## src/rtl/spi_frame_buffer_if.sv

```systemverilog
// spi_frame_buffer_if: groups the SPI pins, the reply-word handshake and the captured-frame outputs.
// Latency: none; this is wiring only.
// Backpressure: none; slave = frame buffer side, master = pin driver / command decoder side.
interface spi_frame_buffer_if #(
   parameter int WORD_WIDTH = 8,
   parameter int DEPTH      = 4,
   parameter int CNT_WIDTH  = $clog2(DEPTH + 1)
) ();
   logic                          spi_sclk;
   logic                          spi_cs_n;
   logic                          spi_mosi;
   logic                          spi_miso;
   logic [WORD_WIDTH-1:0]         tx_word;
   logic                          tx_load;
   logic [DEPTH*WORD_WIDTH-1:0]   rx_flat;
   logic [CNT_WIDTH-1:0]          rx_count;
   logic                          word_valid;
   logic                          frame_active;
   logic                          frame_done;
   logic                          overflow;

   modport slave (
      input  spi_sclk, spi_cs_n, spi_mosi, tx_word,
      output spi_miso, tx_load, rx_flat, rx_count, word_valid,
             frame_active, frame_done, overflow
   );

   modport master (
      output spi_sclk, spi_cs_n, spi_mosi, tx_word,
      input  spi_miso, tx_load, rx_flat, rx_count, word_valid,
             frame_active, frame_done, overflow
   );
endinterface

```

## src/rtl/spi_frame_buffer.sv

```systemverilog
// spi_frame_buffer: SPI mode-0 slave capturing one chip-select frame of words into a register array.
// Latency: 3 sys_clk cycles from an SPI pin change to its effect; MISO reply word loaded on tx_load.
// Backpressure: none; tx_word must be valid whenever tx_load pulses. SPI_FRAME_BUFFER_ECHO_EN echoes MOSI.
module spi_frame_buffer #(
   parameter int WORD_WIDTH = 8,
   parameter int DEPTH      = 4,
   parameter int CNT_WIDTH  = $clog2(DEPTH + 1)
) (
   input logic               sys_clk,
   input logic               reset,
   spi_frame_buffer_if.slave bus
);
   localparam int                    BIT_WIDTH = $clog2(WORD_WIDTH);
   localparam logic [BIT_WIDTH-1:0]  LAST_BIT  = BIT_WIDTH'(WORD_WIDTH - 1);
   localparam logic [CNT_WIDTH-1:0]  FULL      = CNT_WIDTH'(DEPTH);

   typedef enum logic [1:0] {
      WAIT_IDLE = 2'd0,
      IDLE      = 2'd1,
      ACTIVE    = 2'd2
   } state_t;

   state_t state, next_state;

   // Bit 1 is the synchronised value, bit 2 its delayed copy for edge detection.
   logic [2:0] sclk_sync;
   logic [2:0] cs_sync;
   logic [1:0] mosi_sync;
   // Counts edges since reset so the synchronisers hold real pin samples, not reset values.
   logic [1:0] sync_warm;
   logic       sync_ready;

   logic sclk_rise, sclk_fall, cs_rise, cs_fall, mosi_bit;

   logic start_frame, bit_in, bit_out, end_frame;

   logic [BIT_WIDTH-1:0]          bit_cnt;
   logic [WORD_WIDTH-2:0]         rx_shift;
   logic [WORD_WIDTH-1:0]         new_word;
   logic [WORD_WIDTH-1:0]         tx_shift;
   logic [WORD_WIDTH-1:0]         rx_mem [DEPTH];
   logic [CNT_WIDTH-1:0]          rx_count_q;
   logic                          word_valid_q;
   logic                          frame_done_q;
   logic                          overflow_q;
   logic                          tx_load_q;
   logic [DEPTH*WORD_WIDTH-1:0]   rx_flat_w;
   logic [WORD_WIDTH-1:0]         tx_first;
   logic [WORD_WIDTH-1:0]         tx_reload;

`ifdef SPI_FRAME_BUFFER_ECHO_EN
   // Loopback: reply with the word received just before, zero for the first word.
   localparam logic LOAD_PULSE = 1'b0;
   assign tx_first  = '0;
   assign tx_reload = new_word;
`else
   localparam logic LOAD_PULSE = 1'b1;
   assign tx_first  = bus.tx_word;
   assign tx_reload = bus.tx_word;
`endif

   assign sync_ready = (sync_warm == 2'd3);
   assign sclk_rise  = sclk_sync[1] & ~sclk_sync[2];
   assign sclk_fall  = ~sclk_sync[1] & sclk_sync[2];
   assign cs_rise    = cs_sync[1] & ~cs_sync[2];
   assign cs_fall    = ~cs_sync[1] & cs_sync[2];
   assign mosi_bit   = mosi_sync[1];
   assign new_word   = {rx_shift, mosi_bit};

   // Bring the asynchronous SPI pins into the sys_clk domain.
   always_ff @(posedge sys_clk or posedge reset) begin
      if (reset) begin
         sclk_sync <= 3'b000;
         cs_sync   <= 3'b111;
         mosi_sync <= 2'b00;
         sync_warm <= 2'd0;
      end else begin
         sclk_sync <= {sclk_sync[1:0], bus.spi_sclk};
         cs_sync   <= {cs_sync[1:0], bus.spi_cs_n};
         mosi_sync <= {mosi_sync[0], bus.spi_mosi};
         if (!sync_ready) begin
            sync_warm <= sync_warm + 2'd1;
         end
      end
   end

   // FSM state register.
   always_ff @(posedge sys_clk or posedge reset) begin
      if (reset) begin
         state <= WAIT_IDLE;
      end else begin
         state <= next_state;
      end
   end

   // Next state and per-cycle datapath commands.
   always_comb begin
      next_state  = state;
      start_frame = 1'b0;
      bit_in      = 1'b0;
      bit_out     = 1'b0;
      end_frame   = 1'b0;
      case (state)
         WAIT_IDLE: begin
            // Leave only once a genuine deselected level has been observed.
            if (sync_ready && cs_sync[1]) begin
               next_state = IDLE;
            end
         end
         IDLE: begin
            if (cs_fall) begin
               next_state  = ACTIVE;
               start_frame = 1'b1;
            end
         end
         ACTIVE: begin
            bit_in  = sclk_rise;
            bit_out = sclk_fall;
            if (cs_rise) begin
               next_state = IDLE;
               end_frame  = 1'b1;
            end
         end
         default: next_state = WAIT_IDLE;
      endcase
   end

   // Shift registers, word storage, counters and status strobes.
   always_ff @(posedge sys_clk or posedge reset) begin
      if (reset) begin
         bit_cnt      <= '0;
         rx_shift     <= '0;
         tx_shift     <= '0;
         rx_count_q   <= '0;
         word_valid_q <= 1'b0;
         frame_done_q <= 1'b0;
         overflow_q   <= 1'b0;
         tx_load_q    <= 1'b0;
         for (int i = 0; i < DEPTH; i++) begin
            rx_mem[i] <= '0;
         end
      end else begin
         word_valid_q <= 1'b0;
         frame_done_q <= 1'b0;
         tx_load_q    <= 1'b0;

         if (start_frame) begin
            rx_count_q <= '0;
            overflow_q <= 1'b0;
            bit_cnt    <= '0;
            tx_shift   <= tx_first;
            tx_load_q  <= LOAD_PULSE;
         end

         if (bit_in) begin
            rx_shift <= new_word[WORD_WIDTH-2:0];
            if (bit_cnt == LAST_BIT) begin
               bit_cnt      <= '0;
               word_valid_q <= 1'b1;
               tx_shift     <= tx_reload;
               tx_load_q    <= LOAD_PULSE;
               if (rx_count_q != FULL) begin
                  for (int i = 0; i < DEPTH; i++) begin
                     if (rx_count_q == CNT_WIDTH'(i)) begin
                        rx_mem[i] <= new_word;
                     end
                  end
                  rx_count_q <= rx_count_q + CNT_WIDTH'(1);
               end else begin
                  overflow_q <= 1'b1;
               end
            end else begin
               bit_cnt <= bit_cnt + BIT_WIDTH'(1);
            end
         end

         // Hold a freshly loaded MSB through the first rising edge of a word.
         if (bit_out && (bit_cnt != '0)) begin
            tx_shift <= {tx_shift[WORD_WIDTH-2:0], 1'b0};
         end

         // Frame end drops any partial word; a word completing this cycle is already stored.
         if (end_frame) begin
            frame_done_q <= 1'b1;
            bit_cnt      <= '0;
         end
      end
   end

   for (genvar g = 0; g < DEPTH; g++) begin : g_flat
      assign rx_flat_w[g*WORD_WIDTH +: WORD_WIDTH] = rx_mem[g];
   end

   assign bus.rx_flat      = rx_flat_w;
   assign bus.rx_count     = rx_count_q;
   assign bus.word_valid   = word_valid_q;
   assign bus.frame_done   = frame_done_q;
   assign bus.overflow     = overflow_q;
   assign bus.tx_load      = tx_load_q;
   assign bus.frame_active = (state == ACTIVE);
   assign bus.spi_miso     = (state == ACTIVE) & tx_shift[WORD_WIDTH-1];

endmodule

```

## src/flat_wrapper.sv

```systemverilog
// flat-port wrapper written by rule: the top's interface ports become plain ports
module spi_frame_buffer_flat 
#(
   parameter int WORD_WIDTH = 8,
   parameter int DEPTH      = 4,
   parameter int CNT_WIDTH  = $clog2(DEPTH + 1)
)
  (sys_clk, reset, bus_spi_sclk, bus_spi_cs_n, bus_spi_mosi, bus_tx_word, bus_spi_miso, bus_tx_load, bus_rx_flat, bus_rx_count, bus_word_valid, bus_frame_active, bus_frame_done, bus_overflow);
  spi_frame_buffer_if #(.WORD_WIDTH(WORD_WIDTH), .DEPTH(DEPTH), .CNT_WIDTH(CNT_WIDTH)) bus_i ();
  input logic sys_clk;
  input logic reset;
  input wire logic [$bits(bus_i.spi_sclk)-1:0] bus_spi_sclk;
  input wire logic [$bits(bus_i.spi_cs_n)-1:0] bus_spi_cs_n;
  input wire logic [$bits(bus_i.spi_mosi)-1:0] bus_spi_mosi;
  input wire logic [$bits(bus_i.tx_word)-1:0] bus_tx_word;
  output wire logic [$bits(bus_i.spi_miso)-1:0] bus_spi_miso;
  output wire logic [$bits(bus_i.tx_load)-1:0] bus_tx_load;
  output wire logic [$bits(bus_i.rx_flat)-1:0] bus_rx_flat;
  output wire logic [$bits(bus_i.rx_count)-1:0] bus_rx_count;
  output wire logic [$bits(bus_i.word_valid)-1:0] bus_word_valid;
  output wire logic [$bits(bus_i.frame_active)-1:0] bus_frame_active;
  output wire logic [$bits(bus_i.frame_done)-1:0] bus_frame_done;
  output wire logic [$bits(bus_i.overflow)-1:0] bus_overflow;
  assign bus_i.spi_sclk = bus_spi_sclk;
  assign bus_i.spi_cs_n = bus_spi_cs_n;
  assign bus_i.spi_mosi = bus_spi_mosi;
  assign bus_i.tx_word = bus_tx_word;
  assign bus_spi_miso = bus_i.spi_miso;
  assign bus_tx_load = bus_i.tx_load;
  assign bus_rx_flat = bus_i.rx_flat;
  assign bus_rx_count = bus_i.rx_count;
  assign bus_word_valid = bus_i.word_valid;
  assign bus_frame_active = bus_i.frame_active;
  assign bus_frame_done = bus_i.frame_done;
  assign bus_overflow = bus_i.overflow;
  spi_frame_buffer #(.WORD_WIDTH(WORD_WIDTH), .DEPTH(DEPTH), .CNT_WIDTH(CNT_WIDTH)) u_core (.sys_clk(sys_clk), .reset(reset), .bus(bus_i));
endmodule
```

## config.mk

```make
export PLATFORM = sky130hd
export DESIGN_NAME = spi_frame_buffer_flat
export DESIGN_NICKNAME = d
export VERILOG_FILES = /design/src/rtl/spi_frame_buffer_if.sv /design/src/rtl/spi_frame_buffer.sv /design/src/flat_wrapper.sv
export SDC_FILE = /design/constraint.sdc
export NUM_CORES = 1
export LEC_CHECK = 0
export ABC_CLOCK_PERIOD_IN_PS = 2700
export CAP_MARGIN = 25
export CORE_ASPECT_RATIO = 1.2
export CORE_UTILIZATION = 40
export CTS_BUF_LIST = sky130_fd_sc_hd__clkbuf_8
export CTS_CLUSTER_DIAMETER = 30
export CTS_CLUSTER_SIZE = 20
export DETAILED_ROUTE_END_ITERATION = 12
export PLACE_DENSITY_LB_ADDON = 0.12
export SYNTH_ARGS = -nofsm -noshare
export SYNTH_HDL_FRONTEND = slang
export SYNTH_SLANG_ARGS = --single-unit
```

## constraint.sdc

```tcl
create_clock -name sys_clk -period 2.7 [get_ports sys_clk]
set_input_delay 0.54 -clock sys_clk [delete_from_list [all_inputs] [get_ports sys_clk]]
set_output_delay 0.54 -clock sys_clk [all_outputs]
set_load 0.02 [all_outputs]
```

After elaboration in Yosys (flattened, before gate mapping). Cells that the tools add are included.

Register bits after elaboration: 69. Bits of input ports: 13. Output and inout port bits: 41. Logic and storage cells: 83.

Add/subtract/negate cells: 3. Equal/unequal tests: 11. Mux-type cells: 32. Bitwise logic cells: 9. Reduce and logical (&&, ||, !) cells: 11.

Operators by type and width (number): $mux W8 (4); $mux W3 (8); $mux W1 (16); $reduce_and A4 Y1 (4); $add A3 B1 Y3 const B (2); $eq A3 B2 Y1 const B (2); $mux W2 (3); $ne A2 B1 Y1 const B (3); $pmux W2 S3 (1); $reduce_bool A3 Y1 (2); $and A1 B1 Y1 (5); $eq A2 B2 Y1 const B (2); $not A1 Y1 (4); $eq A3 B1 Y1 const B (1); $eq A3 B3 Y1 const B (1); $logic_not A3 Y1 (1); $ne A3 B3 Y1 const B (1); $reduce_and A3 Y1 (1); $add A2 B1 Y2 const B (1); $eq A2 B1 Y1 const B (1); $logic_and A1 B1 Y1 (2); $logic_not A2 Y1 (1).

Logic depth before layout (Yosys ltp).
Depth after elaboration: 8. Gate-level depth with buffers: 7. Depth with buffers taken out: 6.

Worst setup path before layout. OpenSTA, ideal clock, no wires.

Path kind: flip-flop to flip-flop. Start: register u_core.bit_cnt[0]. End: register u_core.rx_mem (netlist bit u_core.bus.rx_flat[0]). Arrival time: 1522 ps. Setup slack: 1050 ps. Stages on the path, launching flop included: 7. Cell sequence: dfrtp_1 ha_1 ha_1 inv_1 nor3_4 nand2_2 mux2_1.

Longest elaborated chain between the ends: 2.

Ends and longest elaborated chain: start: declaration (line spi_frame_buffer.sv:37) `logic [BIT_WIDTH-1:0] bit_cnt;`; start signal: assignment (line spi_frame_buffer.sv:173) `bit_cnt <= bit_cnt + BIT_WIDTH'(1);`; $eq A3 B3 Y1 (line spi_frame_buffer.sv:157) `if (bit_cnt == LAST_BIT) begin`; $reduce_and A4 Y1 (no source line); end signal: indexed assignment (line spi_frame_buffer.sv:165) `rx_mem[i] <= new_word;`; end: declaration (line spi_frame_buffer.sv:41) `logic [WORD_WIDTH-1:0] rx_mem [DEPTH];`.

Every way passes these cells. A chain may end at the register's enable or synchronous reset.

Worst setup path in the final report.
Start: register u_core.state[0]. End: output bus_spi_miso.

Longest elaborated chain between the ends: 2.

Ends and longest elaborated chain: start: declaration (line spi_frame_buffer.sv:23) `state_t state, next_state;`; start signal: assignment (line spi_frame_buffer.sv:92) `state <= next_state;`; $eq A2 B2 Y1 (line spi_frame_buffer.sv:201) `assign bus.spi_miso = (state == ACTIVE) & tx_shift[WORD_WIDTH-1];`; $and A1 B1 Y1 (line spi_frame_buffer.sv:201); end: declaration (line flat_wrapper.sv:16) `output wire logic [$bits(bus_i.spi_miso)-1:0] bus_spi_miso;`.

Every way passes these cells.

==> summary.md <==
| Metric | Value |
|---|---|
| Max_cap viols | `0` |
| Hold Path Class | `reg -> reg` |
| ANT nets after route | `0` |
| Remaining DRCs | `0` |
| I/O Pins | `54` |
| Largest family of logic cells by synthesized area | `multiplexers` |
| Slew Viols, Final | `0` |
| Total power | `2.45 mW` |
| Compound-gate portion of the synthesized area | `0.0572` |
| Worst EP arrival | `1.79 ns` |
| Clock period minus final worst setup slack | `2.33 ns` |
| Dpl hpwl | `3470 um` |
| Synthesized-area fraction occupied by xor and xnor cells | `0.00318` |
| Average size of a mapped cell | `12.8 um2` |
| Adder-Cell Fraction of Synth Area | `0.0409` |
| Nets | `303` |
| RSZ-0062 raised after global routing | `no` |
| Synthesis-to-finish area growth | `34.3%` |
| Largest net degree at the start of global routing | `32` |
| Number of port buffers | `53` |
| Rel. slew slack | `0.625` |
| Crit Path Max Fanout | `5` |
| Post_cts resized | `0` |
| Post-Place Worst Slack | `0.737 ns` |
| WL/cell | `13.2 um` |
| Mapped Cells | `215` |
| Cell taking the most area after synthesis | `dfrtp_1` |
| Placeable Area | `6530 um2` |
| Clock buffer depth | `2` |
| Vias in the first global route | `1,804` |
| Final antenna diode count | `0` |
| Total track usage | `0.156` |
| VDD IR max | `0.342 mV` |
| Initial DRC count | `59` |
| Crit path capture type | `output port` |
| Post-Route Setup TNS | `0 ns` |
| Mapped Nets | `237` |
| Setup bufs post-CTS | `0` |
| H-tree Lvls | `3` |
| TritonCTS clock tree | `yes` |
| Seq cells post-synth | `69` |
| CTS Hold Buffers Added | `0` |
| Leak pwr | `1.76 nW` |
| CTS buffer count | `9` |
| Drt first pass iters | `4` |
| Ys Warns | `0` |
| Worst Path Buf+Inv | `2` |
| PD cells | `662 nW/um2` |
| First-pass GRT wire length | `8490 um` |
| FP Rows | `32` |
| Initial core utilization | `0.422` |
| Mapped cell area | `2750 um2` |
| Final Setup Violations | `0` |
| Die ar. | `7220 um2` |
| Clock slew at reported path FFs | `0.07 ns` |
| Routed vias | `1,814` |
| Tcrit/Tclk final | `0.864` |
| Final hold vios | `0` |
| Synth top area share | `0.600` |
| Clock Skews | `0.00760 ns` |
| Die height | `92.9 um` |
| Vias per cell | `4.89` |
| Root Buffer | `clkbuf_8` |
| Status | `complete, no violations` |
| Path type of the worst setup path | `reg -> out` |
| Critical Path Start Type | `flop` |
| Final worst slack | `0.367 ns` |
| Post-synthesis cell type count | `32` |
| Initial antenna violation count | `0` |
| Worst skew pair latency | `0.33 ns` |
| CP top delay family | `buffers and inverters` |
| Worst Max-Slew Pin Slew | `0.555 ns` |
| GP Congestion | `0.754` |
| Sequence of cells on the critical path | `nand2b_1 -> inv_1 -> and2_1 -> clkdlybuf4s50_1` |
| Slowest-stage cell, CP | `clkdlybuf4s50_1` |
| Post-synthesis mux area share | `0.135` |
| Global route overflow | `0` |
| WP data required | `2.16 ns` |
| Worst hold margin | `0.353 ns` |
| Max incr delay on CP | `0.60 ns` |
| Max Fclk | `0.429 GHz` |
| Ranking of synthesized cells by area | `dfrtp_1 60%, mux2_2 13%, nand2_1 5.5%, ha_1 4.1%, dfstp_2 2.9%` |
| Simple-Gate Fraction of Synth Area | `0.114` |
| WL final | `4920 um` |
| Clk sinks | `69` |
| DIE WIDTH | `77.7 um` |
| Share of cells above drive strength 1 | `0.227` |
| Post-synthesis sequential area ratio | `0.628` |
[cell usage after synthesis, drive strengths merged]
cell      n
a22o      3
clkbuf    1
dfrtp    66
inv      12
o311ai    1
nand2b    3
a32o      1
nand3     4
o2111ai   1
nor4bb    1
a22oi     1
xnor2     1
ha        9
o21ai     4
a31oi     7
dfstp     3
nor2     10
mux2     33
buf       2
and2      2
nor3      1
a21boi    3
nand2    43
o22ai     1
nand4bb   2
[layout make-up]
cell class	instances	area, um2
Sequential cell	69	1730
Clock buffer	10	138
Fill cell	567	2830
Clock inverter	6	134
Multi-Input combinational cell	131	965
Inverter	12	45.0
Timing Repair Buffer	58	581
Tap cell	85	106
[routing by layer]
metal | GRT usage | up-vias | part of all wire
li1 | - | 867 | -
met1 | 0.189 | 891 | 0.45
met2 | 0.250 | 50 | 0.49
met3 | 0.0305 | 6 | 0.046
met4 | 0.110 | 0 | 0.012
met5 | 0 | - | 0
[stage by stage]
| step | utilization | cell area, um2 | cells |
|---|---|---|---|
| global route | 0.567 | 3700 | 371 |
| detailed placement | 0.525 | 3430 | 355 |
| floorplan | - | 2750 | 215 |
| CTS | 0.567 | 3700 | 371 |
| global placement | 0.525 | 3430 | 355 |
| finish | 0.567 | 3700 | 371 |
[cell families after synthesis]
kind of cell,Yosys count
AND/OR/NAND/NOR,66
AO/OA/AOI/OAI,22
adder cells (fa/ha/maj),9
multiplexers,33
XOR/XNOR,1
flip-flops,69
buffers and inverters,15
[cells in the final DEF, fill, tap and decap left out, drive strengths merged, types with 5 or more instances in the layout]
cell,Yosys,routed
nand2,43,43
clkbuf,1,10
buf,2,5
inv,12,12
dfrtp,66,66
clkdlybuf4s50,0,53
ha,9,9
a31oi,7,7
nor2,10,10
mux2,33,33
[power by group]
group | leakage, nW | switching, mW | internal, mW | total [mW]
registers | 0.913 | 0.0597 | 1.11 | 1.17
clock network | 0.136 | 0.382 | 0.732 | 1.11
logic | 0.708 | 0.0854 | 0.0796 | 0.165
total | 1.76 | 0.527 | 1.92 | 2.45
[registers in the layout, indices dropped and copies added (netlist names)]
signal,count
u_core.bus.tx_load,1
u_core.mosi_sync,2
u_core.bus.rx_count,3
u_core.tx_shift,8
u_core.rx_shift,7
u_core.bus.word_valid,1
u_core.bit_cnt,3
u_core.sclk_sync,3
u_core.sync_warm,2
u_core.bus.rx_flat,32
u_core.bus.overflow,1
u_core.cs_sync,3
u_core.state,2
u_core.bus.frame_done,1
[path summary, 6_finish.rpt]
check	from	end	slack [ns]	cells after the start
setup / recovery	u_core.state[0]	bus_spi_miso	0.37	4
hold / removal	u_core.mosi_sync[0]	u_core.mosi_sync[1]	0.35	0
min in group asynchronous	reset	u_core.bus.rx_flat[19]	0.55	2
setup reg to reg	u_core.bit_cnt[0]	u_core.bus.rx_flat[0]	0.85	6
max in group asynchronous	reset	u_core.cs_sync[0]	1.48	3
hold reg to reg	u_core.mosi_sync[0]	u_core.mosi_sync[1]	0.35	0
Note: power is estimated with default switching activity, not from simulation.
